--- src/rtl/io_pkg.sv ---
// Shared definitions for the board I/O front-end blocks.
// Holds the word width, debounce defaults and the per-bit debounce state encoding.
package io_pkg;

  localparam int unsigned IO_WORD_W           = 32;
  localparam int unsigned SW_NUM_DEF          = 18;
  localparam int unsigned SW_SYNC_STAGES_DEF  = 2;
  localparam int unsigned SW_DEBOUNCE_CYC_DEF = 500_000;
  localparam int unsigned SW_CNT_W_DEF        = 20;

  typedef enum logic [1:0] {
    ST_LO,
    WAIT_HI,
    ST_HI,
    WAIT_LO
  } sw_db_state_e;

endpackage

--- src/rtl/sw_debounce_bit.sv ---
// One switch bit: synchroniser, debounce FSM and stability counter.
// A level is accepted only after DEBOUNCE_CYC consecutive synchronised samples agree.
module sw_debounce_bit
  import io_pkg::*;
#(
  parameter int unsigned SYNC_STAGES  = SW_SYNC_STAGES_DEF,
  parameter int unsigned DEBOUNCE_CYC = SW_DEBOUNCE_CYC_DEF,
  parameter int unsigned CNT_W        = SW_CNT_W_DEF
) (
  input  logic i_clk,
  input  logic i_reset,
  input  logic i_sw_raw,
  output logic level,
  output logic rise,
  output logic fall,
  output logic busy_c
);

  localparam logic [CNT_W-1:0] CNT_LAST = CNT_W'(DEBOUNCE_CYC - 1);

  logic [SYNC_STAGES-1:0] sync_q;
  logic                   s;
  sw_db_state_e           state_q, state_d;
  logic [CNT_W-1:0]       cnt_q, cnt_d;
  logic                   level_d, rise_d, fall_d;

  // Plain shift chain, nothing between stages.
  always_ff @(posedge i_clk) begin
    if (i_reset) begin
      sync_q <= '0;
    end else begin
      sync_q <= {sync_q[SYNC_STAGES-2:0], i_sw_raw};
    end
  end

  assign s = sync_q[SYNC_STAGES-1];

  always_ff @(posedge i_clk) begin
    if (i_reset) begin
      state_q <= ST_LO;
      cnt_q   <= '0;
      level   <= 1'b0;
      rise    <= 1'b0;
      fall    <= 1'b0;
    end else begin
      state_q <= state_d;
      cnt_q   <= cnt_d;
      level   <= level_d;
      rise    <= rise_d;
      fall    <= fall_d;
    end
  end

  // Counter is cleared on every state change, so it never needs to wrap.
  always_comb begin
    state_d = state_q;
    cnt_d   = cnt_q;
    level_d = level;
    rise_d  = 1'b0;
    fall_d  = 1'b0;
    case (state_q)
      ST_LO: begin
        if (s) begin
          state_d = WAIT_HI;
          cnt_d   = '0;
        end
      end
      WAIT_HI: begin
        if (!s) begin
          state_d = ST_LO;
          cnt_d   = '0;
        end else if (cnt_q == CNT_LAST) begin
          state_d = ST_HI;
          cnt_d   = '0;
          level_d = 1'b1;
          rise_d  = 1'b1;
        end else begin
          cnt_d = cnt_q + CNT_W'(1);
        end
      end
      ST_HI: begin
        if (!s) begin
          state_d = WAIT_LO;
          cnt_d   = '0;
        end
      end
      WAIT_LO: begin
        if (s) begin
          state_d = ST_HI;
          cnt_d   = '0;
        end else if (cnt_q == CNT_LAST) begin
          state_d = ST_LO;
          cnt_d   = '0;
          level_d = 1'b0;
          fall_d  = 1'b1;
        end else begin
          cnt_d = cnt_q + CNT_W'(1);
        end
      end
      default: begin
        state_d = ST_LO;
        cnt_d   = '0;
      end
    endcase
  end

  // Next-state view so the top can register stability in step with the FSM.
  assign busy_c = (state_d == WAIT_HI) || (state_d == WAIT_LO);

endmodule

--- src/rtl/io_sw_debounce.sv ---
// Switch front end: per-bit debounce, zero-extended level word, sticky edge events
// and a registered all-stable flag for the core's I/O map.
module io_sw_debounce
  import io_pkg::*;
#(
  parameter int unsigned NUM_SW       = SW_NUM_DEF,
  parameter int unsigned SYNC_STAGES  = SW_SYNC_STAGES_DEF,
  parameter int unsigned DEBOUNCE_CYC = SW_DEBOUNCE_CYC_DEF,
  parameter int unsigned CNT_W        = SW_CNT_W_DEF
) (
  input  logic                 i_clk,
  input  logic                 i_reset,
  input  logic [NUM_SW-1:0]    i_sw_raw,
  input  logic                 i_evt_clr,
  output logic [IO_WORD_W-1:0] o_io_sw,
  output logic [NUM_SW-1:0]    o_sw_rise,
  output logic [NUM_SW-1:0]    o_sw_fall,
  output logic [IO_WORD_W-1:0] o_sw_evt,
  output logic                 o_sw_stable
);

  localparam longint unsigned CNT_MAX = (64'd1 << CNT_W) - 64'd1;

  if (NUM_SW < 1 || NUM_SW > IO_WORD_W) begin : g_bad_num_sw
    $fatal(1, "io_sw_debounce: NUM_SW out of range 1..32");
  end
  if (DEBOUNCE_CYC < 1) begin : g_bad_debounce
    $fatal(1, "io_sw_debounce: DEBOUNCE_CYC must be >= 1");
  end
  if (SYNC_STAGES < 2) begin : g_bad_sync
    $fatal(1, "io_sw_debounce: SYNC_STAGES must be >= 2");
  end
  if (CNT_W < 1 || CNT_W > 63 || (64'(DEBOUNCE_CYC) - 64'd1) > CNT_MAX) begin : g_bad_cnt_w
    $fatal(1, "io_sw_debounce: CNT_W cannot hold DEBOUNCE_CYC-1");
  end

  logic [NUM_SW-1:0] level;
  logic [NUM_SW-1:0] rise;
  logic [NUM_SW-1:0] fall;
  logic [NUM_SW-1:0] busy_c;
  logic [NUM_SW-1:0] evt_q;
  logic              stable_q;

  for (genvar g = 0; g < NUM_SW; g++) begin : g_bit
    sw_debounce_bit #(
      .SYNC_STAGES (SYNC_STAGES),
      .DEBOUNCE_CYC(DEBOUNCE_CYC),
      .CNT_W       (CNT_W)
    ) u_bit (
      .i_clk   (i_clk),
      .i_reset (i_reset),
      .i_sw_raw(i_sw_raw[g]),
      .level   (level[g]),
      .rise    (rise[g]),
      .fall    (fall[g]),
      .busy_c  (busy_c[g])
    );
  end

  // A new edge in the same cycle as a clear wins, so no event is dropped.
  always_ff @(posedge i_clk) begin
    if (i_reset) begin
      evt_q    <= '0;
      stable_q <= 1'b1;
    end else begin
      evt_q    <= (evt_q & ~{NUM_SW{i_evt_clr}}) | rise | fall;
      stable_q <= ~|busy_c;
    end
  end

  assign o_io_sw     = IO_WORD_W'(level);
  assign o_sw_rise   = rise;
  assign o_sw_fall   = fall;
  assign o_sw_evt    = IO_WORD_W'(evt_q);
  assign o_sw_stable = stable_q;

endmodule

--- config.mk ---
export PLATFORM = sky130hd
export DESIGN_NAME = io_sw_debounce
export DESIGN_NICKNAME = d
export VERILOG_FILES = /design/src/rtl/io_pkg.sv /design/src/rtl/sw_debounce_bit.sv /design/src/rtl/io_sw_debounce.sv
export SDC_FILE = /design/constraint.sdc
export NUM_CORES = 1
export LEC_CHECK = 0
export BUFFER_PORTS_ARGS = -buffer_cell sky130_fd_sc_hd__buf_2
export CAP_MARGIN = 25
export CORE_UTILIZATION = 45
export CTS_BUF_LIST = sky130_fd_sc_hd__clkbuf_16
export CTS_CLUSTER_DIAMETER = 30
export DETAILED_ROUTE_END_ITERATION = 8
export PLACE_DENSITY = 0.69
export RECOVER_POWER = 100
export SYNTH_ARGS = -nofsm -noshare
export SYNTH_HDL_FRONTEND = slang
export SYNTH_SLANG_ARGS = --single-unit
--- constraint.sdc ---
create_clock -name i_clk -period 2.9 [get_ports i_clk]
set_input_delay 0.435 -clock i_clk [delete_from_list [all_inputs] [get_ports i_clk]]
set_output_delay 0.435 -clock i_clk [all_outputs]
set_load 0.02 [all_outputs]
==> results.md <==
* Status: finished with violations
* Failing checks: max-capacitance violations, max-slew violations
* Num CTS Buffers at 103
* CTS tree: built
* Part of the power in the clock network at 0.618
* Minimum clock period at 2.65 ns
* FP Rows at between 80 and 90
* Leakage at roughly 9.5 nW
* Gpl congestion at 0.864
* Post-synthesis sequential area ratio at 0.431
* Power per standard cell area at 706 nW/um^2
* Slew HR at -0.479
* Sw power at 4.48 mW
* Final wirelength at 54,200 um
* Dominant synthesized flop cell: dfxtp_1
* Switching part of the total at 0.230
* WL/cell at 14.7 um
* # DRC at 0
* Type of the tightest min-delay check: in2reg
* R2r startpoint: g_bit[15].u_bit.cnt_q[6]
* Slew Limit Fails at 51
* Final Skew at between 0.02 and 0.03 ns
* Global-route wire length before repair at 90,800 um
* DIE HEIGHT at ~230 um
* Sequential Power Share at 0.361
* Vias per inst at approximately 5.7
* Drt pass-1 iters at 5
* Post-DP HPWL at 35,400 um
* Crit path DAT at 3.14 ns
* Max-cap violations at 1
* Root buffer cell: clkbuf_16
* Remaining Overflow, GRT at 0
* Initial antenna violation count at 0
* I/O Pins at 122
* Commonest non-fill, non-tap cell in the layout: dfxtp_1
* Post-synth cell types at 64
* FILL cells at 4,594
* Crit-path max FO at 9
* Final ANT Viol Nets at 0
* Final hold viol count at 0
* Tot GR Track Use at 0.199
* Clk buf depth at 3
* Most frequent cells in the layout: dfxtp_1 (505), nor2_1 (431), a21oi_1 (214)
* Data required, critical path at between 3 and 4 ns
* Async set or reset register ratio after synthesis at 0
* Worst Setup SP: g_bit[15].u_bit.cnt_q[6]
* Worst Tran Pin Value at around 2.2 ns
* Mapped Cells at approximately 2,900
* Area grow syn2layout at 17.5%
* Flops & latches, synth at 505
* Final instance area at 27,600 um^2
* Max frequency at 0.377 GHz
* Layout Nets at 2,960
* Startpoint Class: flop
* Core area at 51,400 um^2
* RSZ-0062 raised after global routing: no
* Crit end category: flop
* Crit Path Category: reg2reg
* Initial DRC count at around 1,500
* Synthesized area per cell at 8.23 um^2
* Endpoints failing setup at 0
* Share of cells above drive strength 1 at 0.0830
* Fin Setup TNS at 0 ns
* Clock sink total at about 510
* Vias in the first global route at 19,600
* CTS clock-pin slew for the worst setup and hold paths at 0.05 ns
* Worst-case vdd ir drop at 0.000420 V
* H-tree depth at 3
* Full die area at 53,100 um^2
* Ant diodes at 0
* Combinational power share at 0.021
* Placed instance area at 24,100 um^2
* Die width at 230 um
* Yosys warns at 0
* Internal at 15.0 mW
* Synthesized area at 23,500 um^2
* Tcrit/Tclk final at 0.914
* Clock latency on the worst-skew pair at 0.64 ns
* Starting density of the core at 0.457
* EDFF count, synth at 0
* Vias at 21,000
* Hold Crit Start: i_sw_raw[1]
* Post-CTS setup buffer count at 0
* Pin count of the biggest net entering global routing at 85
* I/O Buffers at 93
through the flow:
step	hold slack, ns	std cells	worst slack (ns)	util	power (mW)
after floorplan	0.414	2881	0.691	-	7.47
after global placement	0.420	3488	0.336	0.468	7.56
after detailed placement	0.422	3489	0.348	0.469	7.57
after CTS	0.000589	3690	0.332	0.540	19.7
after global routing	0.0128	3691	0.0811	0.536	20.1
final	0.0235	3691	0.250	0.536	19.5
state kept, by name, summed over array words and instances, names as in the netlist:
register / cells
evt_q: 18
g_bit.u_bit.cnt_q: 360
g_bit.u_bit.fall: 18
g_bit.u_bit.level: 18
g_bit.u_bit.rise: 18
g_bit.u_bit.state_q: 36
g_bit.u_bit.sync_q: 36
o_sw_stable: 1
area by class of cell:
| class | count | area, um^2 | share of cell area |
|---|---|---|---|
| Tap cell | 680 | 851 | 0.0309 |
| Sequential cell | 505 | 10100 | 0.367 |
| Multi-Input combinational cell | 2133 | 12200 | 0.443 |
| Clock buffer | 104 | 2600 | 0.0944 |
| Clock inverter | 91 | 1030 | 0.0372 |
| Timing Repair Buffer | 128 | 597 | 0.0216 |
| Inverter | 50 | 188 | 0.00681 |
Yosys cell counts, types with 34 or more instances:
library cell | number | share of area
a31oi_1 | 42 | 0.011
a21oi_1 | 214 | 0.046
nand4_1 | 91 | 0.024
or3_1 | 45 | 0.012
clkbuf_1 | 99 | 0.016
a211oi_1 | 36 | 0.012
o21ai_0 | 200 | 0.043
a311oi_1 | 51 | 0.019
nor2b_1 | 42 | 0.011
buf_4 | 83 | 0.027
inv_1 | 49 | 0.0078
nor4b_1 | 34 | 0.013
nor4_1 | 55 | 0.015
xor2_1 | 102 | 0.038
nor2_1 | 431 | 0.069
nand3_1 | 120 | 0.026
dfxtp_1 | 505 | 0.43
nand2_1 | 193 | 0.031
and3_1 | 67 | 0.018
nor3_1 | 50 | 0.011
final timing paths:
path | end | slack [ns] | depth (start not counted)
max | g_bit[15].u_bit.cnt_q[5] | 0.25 | 6
min | g_bit[1].u_bit.sync_q[0] | 0.02 | 2
max reg2reg | g_bit[15].u_bit.cnt_q[5] | 0.25 | 6
min reg2reg | g_bit[11].u_bit.sync_q[1] | 0.43 | 1
cell families after synthesis:
group | share of synthesized area
simple gates | 0.287
flops | 0.431
mux | 0.00810
xor+xnor | 0.0504
compound gates | 0.162
fa+ha+maj | 0.00959
other cells | 0.000160
buf+inv | 0.0527
repair_timing:
item	4_1_cts	5_1_grt
endpoints found under the hold margin	6	0
resized for setup	0	0
hold buffers	6	0
routing by layer:
metal / vias to the layer above / wire [um] / share of wire / track usage
met4: 0 / 1500 / 0.028 / 0.0836
met1: 9939 / 25100 / 0.46 / 0.257
met2: 521 / 24700 / 0.46 / 0.324
met5: - / 0 / 0 / 0
li1: 10400 / - / - / -
met3: 129 / 2910 / 0.054 / 0.0385
worst max-delay path, stage by stage (launching register included):
cell,delay [ns]
dfxtp_1,0.33
or4_1,0.54
nor4_1,0.43
a21oi_1,0.32
o21ai_0,0.46
clkbuf_1,0.36
nor2_1,0.09
power by group through the flow:
stage               Clock [mW]  Sequential, mW  Combinational (mW)
floorplan                    0            7.14               0.323
global placement             0            7.15               0.409
detailed placement           0            7.15               0.415
CTS                       12.2            7.01               0.423
global route              12.6            7.01               0.456
finish                    12.0            7.02               0.412
Note: power is estimated with default switching activity, not from simulation.
